[config.mk]
export PLATFORM = sky130hd
export DESIGN_NAME = pressure_frame_tx
export DESIGN_NICKNAME = d
export VERILOG_FILES = /design/src/rtl/pressure_frame_tx.sv
export SDC_FILE = /design/constraint.sdc
export NUM_CORES = 1
export LEC_CHECK = 0
export CAP_MARGIN = 10
export CORE_AREA = 2 2 137 139
export DETAILED_ROUTE_END_ITERATION = 8
export DIE_AREA = 0 0 139 141
export GPL_TIMING_DRIVEN = 0
export PLACE_DENSITY = 0.55
export SETUP_SLACK_MARGIN = 0.3
export SLEW_MARGIN = 25
export SYNTH_ARGS = -nofsm -noshare
export SYNTH_HDL_FRONTEND = slang
export SYNTH_SLANG_ARGS = --single-unit
export TNS_END_PERCENT = 30
[constraint.sdc]
create_clock -name clk -period 3.93 [get_ports clk]
set_clock_uncertainty 0.1 [all_clocks]
set_input_delay 0.393 -clock clk [delete_from_list [all_inputs] [get_ports clk]]
set_output_delay 0.393 -clock clk [all_outputs]
set_load 0.01 [all_outputs]
[src/rtl/pressure_frame_tx.sv]
// pressure_frame_tx: snapshots three 16-bit pressures on a start pulse and
// streams a 10-byte frame (header, sequence, payload, checksum) one byte per
// tx_vld / tx_done_sig handshake. Aborts on a per-byte timeout and counts
// start requests that arrive while a frame is in flight.
module pressure_frame_tx #(
  parameter logic [7:0] HDR0        = 8'h55,
  parameter logic [7:0] HDR1        = 8'hAA,
  parameter int         TIMEOUT_CYC = 100_000
) (
  input  logic        clk,
  input  logic        rst,
  input  logic        start,
  input  logic [15:0] p1,
  input  logic [15:0] p2,
  input  logic [15:0] p3,
  output logic [7:0]  tx_data,
  output logic        tx_vld,
  input  logic        tx_done_sig,
  output logic        busy,
  output logic        frame_done,
  output logic        frame_err,
  output logic [7:0]  seq,
  output logic [7:0]  ovf_cnt
);

  localparam int TW = $clog2(TIMEOUT_CYC + 1);
  localparam logic [TW-1:0] TMO_LAST = TW'(TIMEOUT_CYC - 1);

  typedef enum logic [1:0] {S_IDLE, S_LOAD, S_WAIT} state_t;

  state_t        state;
  logic [3:0]    idx;
  logic [TW-1:0] tmo;

  // Snapshot of the frame content; data only, so no reset
  logic [15:0] cap_p1, cap_p2, cap_p3;
  logic [7:0]  cap_seq, cap_chk;

  // 8-bit wraparound sum of sequence number and the six payload bytes
  function automatic logic [7:0] checksum(input logic [7:0] s,
                                          input logic [15:0] a,
                                          input logic [15:0] b,
                                          input logic [15:0] c);
    logic [7:0] acc;
    acc = s;
    acc = acc + a[15:8];
    acc = acc + a[7:0];
    acc = acc + b[15:8];
    acc = acc + b[7:0];
    acc = acc + c[15:8];
    acc = acc + c[7:0];
    return acc;
  endfunction

  // Byte i of the frame built from the captured snapshot
  function automatic logic [7:0] frame_byte(input logic [3:0] i);
    logic [7:0] b;
    case (i)
      4'd0:    b = HDR0;
      4'd1:    b = HDR1;
      4'd2:    b = cap_seq;
      4'd3:    b = cap_p1[15:8];
      4'd4:    b = cap_p1[7:0];
      4'd5:    b = cap_p2[15:8];
      4'd6:    b = cap_p2[7:0];
      4'd7:    b = cap_p3[15:8];
      4'd8:    b = cap_p3[7:0];
      default: b = cap_chk;
    endcase
    return b;
  endfunction

  // Capture pressures, sequence number and checksum when a frame is accepted
  always_ff @(posedge clk) begin
    if (state == S_IDLE && start) begin
      cap_p1  <= p1;
      cap_p2  <= p2;
      cap_p3  <= p3;
      cap_seq <= seq;
      cap_chk <= checksum(seq, p1, p2, p3);
    end
  end

  // Frame sequencer: byte handshake, timeout, sequence and overrun counting
  always_ff @(posedge clk) begin
    if (rst) begin
      state      <= S_IDLE;
      idx        <= '0;
      tmo        <= '0;
      tx_data    <= '0;
      tx_vld     <= 1'b0;
      busy       <= 1'b0;
      frame_done <= 1'b0;
      frame_err  <= 1'b0;
      seq        <= '0;
      ovf_cnt    <= '0;
    end else begin
      tx_vld     <= 1'b0;
      frame_done <= 1'b0;
      frame_err  <= 1'b0;

      if (start && state != S_IDLE && ovf_cnt != 8'hFF)
        ovf_cnt <= ovf_cnt + 8'd1;

      case (state)
        S_IDLE: begin
          // Header byte is presented in the cycle right after start
          if (start) begin
            idx     <= '0;
            tx_data <= HDR0;
            tx_vld  <= 1'b1;
            busy    <= 1'b1;
            state   <= S_LOAD;
          end
        end
        S_LOAD: begin
          tmo   <= '0;
          state <= S_WAIT;
        end
        S_WAIT: begin
          // tx_done_sig takes priority over a coinciding timeout
          if (tx_done_sig) begin
            if (idx == 4'd9) begin
              state      <= S_IDLE;
              busy       <= 1'b0;
              frame_done <= 1'b1;
              seq        <= seq + 8'd1;
            end else begin
              idx     <= idx + 4'd1;
              tx_data <= frame_byte(idx + 4'd1);
              tx_vld  <= 1'b1;
              state   <= S_LOAD;
            end
          end else if (tmo == TMO_LAST) begin
            state     <= S_IDLE;
            busy      <= 1'b0;
            frame_err <= 1'b1;
          end else begin
            tmo <= tmo + 1'b1;
          end
        end
        default: state <= S_IDLE;
      endcase
    end
  end

endmodule

==> results of run 1 <==
[cell families after synthesis]
family | Yosys count
adder cells (fa/ha/maj) | 49
AO/OA/AOI/OAI | 109
buffers and inverters | 97
AND/OR/NAND/NOR | 180
flip-flops | 115
XOR/XNOR | 29
multiplexers | 16
[through the flow]
stage	setup slack, ns	cells	setup TNS (ns)	utilization	hold WS, ns
final	0.286	945	0	0.438	0.0758
after global routing	0.155	945	0	0.438	0.0655
after CTS	0.294	945	0	0.438	0.0616
after detailed placement	-0.663	907	-2.03	0.403	0.367
after global placement	-0.588	907	-1.88	0.403	0.361
after floorplan	0.0991	595	0	-	0.340
[cells in the final DEF, fill, tap and decap left out, types with 5 or more instances in the layout]
cell	count
edfxtp_1	64
inv_1	56
dfxtp_1	51
nor2_1	46
clkdlybuf4s50_1	45
a21oi_1	33
nand2_1	29
fa_1	28
nand3_1	24
clkbuf_1	21
xnor2_1	21
dlygate4sd2_1	21
clkbuf_16	17
inv_2	14
and3_1	13
ha_1	13
o21ai_0	11
buf_2	11
and2_1	9
nand4_1	9
or3_1	8
xor2_1	8
mux2i_1	7
nor3_1	7
a211oi_1	7
buf_4	7
mux2_1	6
a22oi_1	6
o21ai_1	5
and4_1	5
a31oi_1	5
[registers in the layout (all words and copies together), names as in the netlist]
name        cells
busy            1
cap_chk         8
cap_p1         16
cap_p2         16
cap_p3         16
cap_seq         8
frame_done      1
frame_err       1
idx             4
ovf_cnt         8
seq             8
state           2
tmo            17
tx_data         8
tx_vld          1
[power by group]
group	switching [W]	total, W	internal, W	leakage, nW
clock	0.000538	0.00152	0.000981	0.277
combinational	0.000515	0.00104	0.000528	1.74
sequential	0.0000455	0.00146	0.00141	1.03
[worst max-delay path, delay by kind of cell]
kind | cells | cell delay (ns)
xor gates and xnor gates | 1 | 0.12
buffers and inverters | 5 | 0.46
AOI/OAI and AO/OA | 2 | 0.26
adders and majority gates | 5 | 2.26
and+or+nand+nor | 2 | 0.23
[metal layers]
metal	part of all wire	wire length (um)	vias to the layer above
met5	0	0	-
met4	0.021	357	0
met3	0.063	1060	31
met2	0.49	8310	212
met1	0.42	7090	2327
li1	-	-	2310
[layout make-up]
class                      instances  area share
buffer                            26      0.0139
clock buffer                      19      0.0541
clock inverter                    12      0.0175
inverter                          71      0.0336
multi-input combinational        383       0.379
sequential                       115       0.367
tap                              234      0.0366
timing repair buffer              85      0.0975
[worst paths after layout]
check | to | depth (start not counted) | startpoint
min | cap_p2[2] | 1 | p2[2]
max reg2reg | tx_data[5] | 9 | idx[0]
max | cap_chk[7] | 15 | p2[3]
min reg2reg | tmo[15] | 2 | tmo[15]
[timing repair]
item / CTS / global route
resized for setup: 83 / 2
endpoints found under the setup margin: 4 / 3
pin swaps: 32 / 6
buffers inserted: 7 / 0
hold endpoints to repair: 0 / 0
==> run_results.csv, run 1 <==
group,metric,value,unit
status,status,"finished clean",
synth,synth_top_family_by_area,"simple AND/OR/NAND/NOR gates",
sta,setup_violations,0,
grt,met3_usage,0.0404,
synth,synth_compound_area_frac,0.115,
grt,grt_pass1_wl,27000,um
place,routabilityCongestion,0.871,
finish,nets,800,
sta,grt_setup_unrepaired,"yes",
synth,yosys_warnings,0,
finish,final_area,8010,um^2
place,dp_hpwl,12400,um
finish,regArea,2940,um^2
sta,clock.fmax,0.274,GHz
critical_path,critPathMaxStageDelay,0.53,ns
clock_tree,cts_tree,"built",
sta,period_share,0.927,
grt,antenna_found_initial,0,
synth,synth_common_cells,"70 x inv_1, 64 x edfxtp_1, 51 x dfxtp_1",
critical_path,regToRegSetupSlack,1.22,ns
synth,ys.flop_type,"edfxtp_1",
detailed_routing,dr.pass1.iters,6,
power_and_ir_drop,power,0.00402,W
clock_tree,cts_buffers,17,
synth,ys_async_sr_fraction,0,
worst_hold_path,hp-class,"primary input to register",
floorplan,core,18300,um^2
synth,ys_ff_latch,115,
floorplan,fp.dieArea,19600,um^2
synth,yosys.area_share.xor_xnor,0.0405,
clock_tree,cts_hold_buf,0,
floorplan,ios,80,
synth,syn-mean-instance-area,10.5,um^2
critical_path,start_kind,"primary input",
sta,final_max_slew_viol_count,0,
grt,met2_usage,0.303,
power_and_ir_drop,vdd_drop_max,0.000347,V
finish,layout-drive-gt1-share,0.115,
clock_tree,cts_sinks,115,
floorplan,die_w,139,um
finish,areaGrowthSynthToFinish,27.7,%
synth,yosysMostFrequentCell,"inv_1",
detailed_routing,vias_per_cell,5.16,
detailed_routing,drc,0,
clock_tree,path_clk_slew,0.06,ns
critical_path,worst-path-max-fanout,3,
detailed_routing,ant_nets,0,
detailed_routing,wl_per_cell,17.8,um
grt,grt_max_degree,66,
critical_path,cp_common_cell,"fa_1",
synth,yosys.area_share.simple,0.151,
grt,top_usage_layer,"met2",
sta,hold_violations,0,
detailed_routing,dr_total_vias,4880,
floorplan,die_h,141,um
grt,gr-usage-met1,0.222,
synth,synth_edf_count,64,
synth,synth_top_area_share,0.307,
critical_path,slowest_stage,"fa_1",
critical_path,path_cells,"dlygate4sd2_1 > inv_1 > fa_1 > inv_1 > fa_1 > inv_1 > fa_1 > fa_1 > inv_2 > ha_4 > nor2b_4 > nor3_4 > o21bai_1 > a21oi_2 > xnor2_1",
grt,grt_pass1_vias,4988,
finish,multi_input_area,3040,um^2
clock_tree,cts_root_buffer,"clkbuf_16",
clock_tree,insertion_delay,0.42,ns
place,placed_cell_area,7360,um^2
sta,tightest_slew,0.866,ns
synth,synth_area_leaders,"edfxtp_1 31%, dfxtp_1 16%, fa_1 10%, inv_1 4.2%, ha_1 3.4%",
sta,min_period,3.64,ns
clock_tree,max-clock-path-buffers,2,
critical_path,crit_required,4.00,ns
sta,slew_headroom,0.420,
synth,synth.area.mux_share,0.0273,
job,cap_violations,0,
floorplan,rows,50,
synth,synth_top_cell_by_area,"edfxtp_1",
synth,seq_area_frac_synth,0.469,
clock_tree,h-tree-depth,4,
critical_path,critPathCaptureType,"register",
grt,track_usage,0.179,
synth,synth_area,6270,um^2
critical_path,critPathKind,"primary input to register",
detailed_routing,totalWireLength,16800,um
grt,grt-ovfl-total,0,
finish,nFillCells,1734,
finish,diodes,0,
synth,syn_nets,696,
floorplan,start_util,0.343,
synth,synthAdderAreaFrac,0.136,
power_and_ir_drop,cellPowerDensity,502,nW/um^2
detailed_routing,drtIter0Drc,407,
critical_path,arrival,3.71,ns
synth,synth_cell_types,65,
synth,syn_inst,595,
place,io_buffers,78,
power_and_ir_drop,p_leak,3.05,nW
(Power assumes the default switching activity.)
==> run 2, diff against run 1 <==
- CTS_BUF_LIST: not set -> sky130_fd_sc_hd__clkbuf_2
==> run_results.csv, run 2 (synthesis results as in run 1) <==
group,metric,value,unit
status,status,"finished clean",
finish,nFillCells,1769,
place,placed_cell_area,7360,um^2
place,io_buffers,78,
finish,final_common_cell,"inv_1",
critical_path,start_kind,"primary input",
critical_path,worst-path-max-fanout,2,
finish,fin_util,0.432,
finish,largest_register_ffs,17,
detailed_routing,ant_nets,0,
grt,top_usage_layer,"met2",
power_and_ir_drop,vdd_drop_max,0.000183,V
critical_path,r2r_cells,9,
critical_path,arrival,3.93,ns
sta,grt_setup_unrepaired,"no",
detailed_routing,wl_per_cell,17.2,um
finish,largest_register,"tmo",
finish,areaGrowthSynthToFinish,26.0,%
clock_tree,path_clk_slew,0.19,ns
finish,most-common-layout-cells,"65 x inv_1, 64 x edfxtp_1, 61 x clkdlybuf4s50_1, 51 x dfxtp_1, 46 x nor2_1",
clock_tree,cts_root_buffer,"clkbuf_2",
worst_hold_path,timing.hold.worst_path_depth,1,
sta,min_period,3.55,ns
clock_tree,cts_buffers,17,
critical_path,critPathLaunch,"p1[1]",
grt,met3_usage,0.0411,
sta,period_share,0.903,
floorplan,start_util,0.343,
finish,final_area,7900,um^2
grt,grt-ovfl-total,0,
power_and_ir_drop,p_leak,3.06,nW
finish,layout-drive-gt1-share,0.0895,
clock_tree,insertion_delay,0.69,ns
sta,clock.fmax,0.282,GHz
sta,slew_headroom,0.409,
clock_tree,h-tree-depth,4,
detailed_routing,dr_total_vias,4854,
critical_path,critPathKind,"primary input to register",
sta,final_max_slew_viol_count,0,
detailed_routing,drtIter0Drc,381,
worst_hold_path,hp-start,"p3[3]",
floorplan,fp.dieArea,19600,um^2
detailed_routing,drc,0,
detailed_routing,totalWireLength,16600,um
job,cap_violations,0,
grt,grt_pass1_wl,26800,um
grt,antenna_found_initial,0,
floorplan,core,18300,um^2
worst_hold_path,hp-class,"primary input to register",
clock_tree,cts_tree,"built",
sta,hold_violations,0,
sta,tightest_slew,0.883,ns
critical_path,r2r_start,"idx[0]",
detailed_routing,dr.pass1.iters,8,
finish,diodes,0,
grt,grt_pass1_vias,4976,
floorplan,rows,50,
power_and_ir_drop,cellPowerDensity,412,nW/um^2
clock_tree,max-clock-path-buffers,2,
place,dp_hpwl,12400,um
floorplan,die_h,141,um
critical_path,critPathCaptureType,"register",
clock_tree,cts_sinks,115,
floorplan,ios,80,
grt,track_usage,0.176,
grt,met2_usage,0.302,
grt,grt_max_degree,66,
sta,setup_violations,0,
place,routabilityCongestion,0.871,
detailed_routing,vias_per_cell,5.06,
critical_path,crit_required,4.31,ns
grt,gr-usage-met1,0.218,
floorplan,die_w,139,um
finish,nets,815,
==> run 2: cell types whose count changed in the layout (fill, tap and decap cells not counted), sizes merged <==
cell	change
clkdlybuf4s15	-5
dlygate4sd2	-16
dlygate4sd3	+17
dlymetal6s2s	+11
clkdlybuf4s50	+16
buf	-8
==> run 2: final timing paths <==
kind / to / slack [ns]
worst min-delay path: cap_p3[3] / 0.18
worst min register to register: tmo[15] / 0.38
worst max register to register: tx_data[0] / 1.22
worst max-delay path: cap_chk[7] / 0.38
==> run 2: report_power, final <==
part / internal (W) / switching [W]
combinational: 0.000508 / 0.000491
sequential: 0.00141 / 0.0000447
clock: 0.000348 / 0.000453
==> run 2: area by class of cell <==
cell class | instances | area [um^2] | share of cell area
buffer | 26 | 111 | 0.0141
clock buffer | 19 | 95.1 | 0.0120
clock inverter | 12 | 140 | 0.0177
inverter | 71 | 269 | 0.0341
multi-input combinational | 383 | 3040 | 0.384
sequential | 115 | 2940 | 0.373
tap | 234 | 293 | 0.0371
timing repair buffer | 100 | 1010 | 0.128
==> run 2: worst max-delay path: stages <==
cell and delay (ns):
clkdlybuf4s50_1 0.48, inv_1 0.05, fa_2 0.53, fa_1 0.44, fa_2 0.57, inv_1 0.06
ha_4 0.27, ha_4 0.12, inv_1 0.05, fa_2 0.39, nor2b_4 0.15, nor3_4 0.05
o21bai_1 0.18, a21oi_2 0.09, xnor2_1 0.12
==> run 2: layer usage <==
layer | up-vias | share of wire
met4 | 0 | 0.021
met5 | - | 0
met1 | 2318 | 0.43
met2 | 169 | 0.49
li1 | 2342 | -
met3 | 25 | 0.059
==> run 2: repair_timing <==
action                     4_1_cts  5_1_grt
hold buffers                     5       12
resized for setup               11       24
pin swaps                        9       21
setup endpoints to repair        2        3
setup buffers                    2        3
hold endpoints to repair         5       12
==> run 2: metrics by stage <==
step	setup slack (ns)	setup TNS (ns)	hold WS, ns	power [W]	cells
3_3_place_gp	-0.588	-1.88	0.361	0.00232	907
2_1_floorplan	0.0991	0	0.340	0.00207	595
4_1_cts	0.283	0	0.103	0.00321	945
6_report	0.381	0	0.178	0.00326	960
5_1_grt	0.285	0	0.0987	0.00347	960
3_5_place_dp	-0.663	-2.03	0.367	0.00234	907
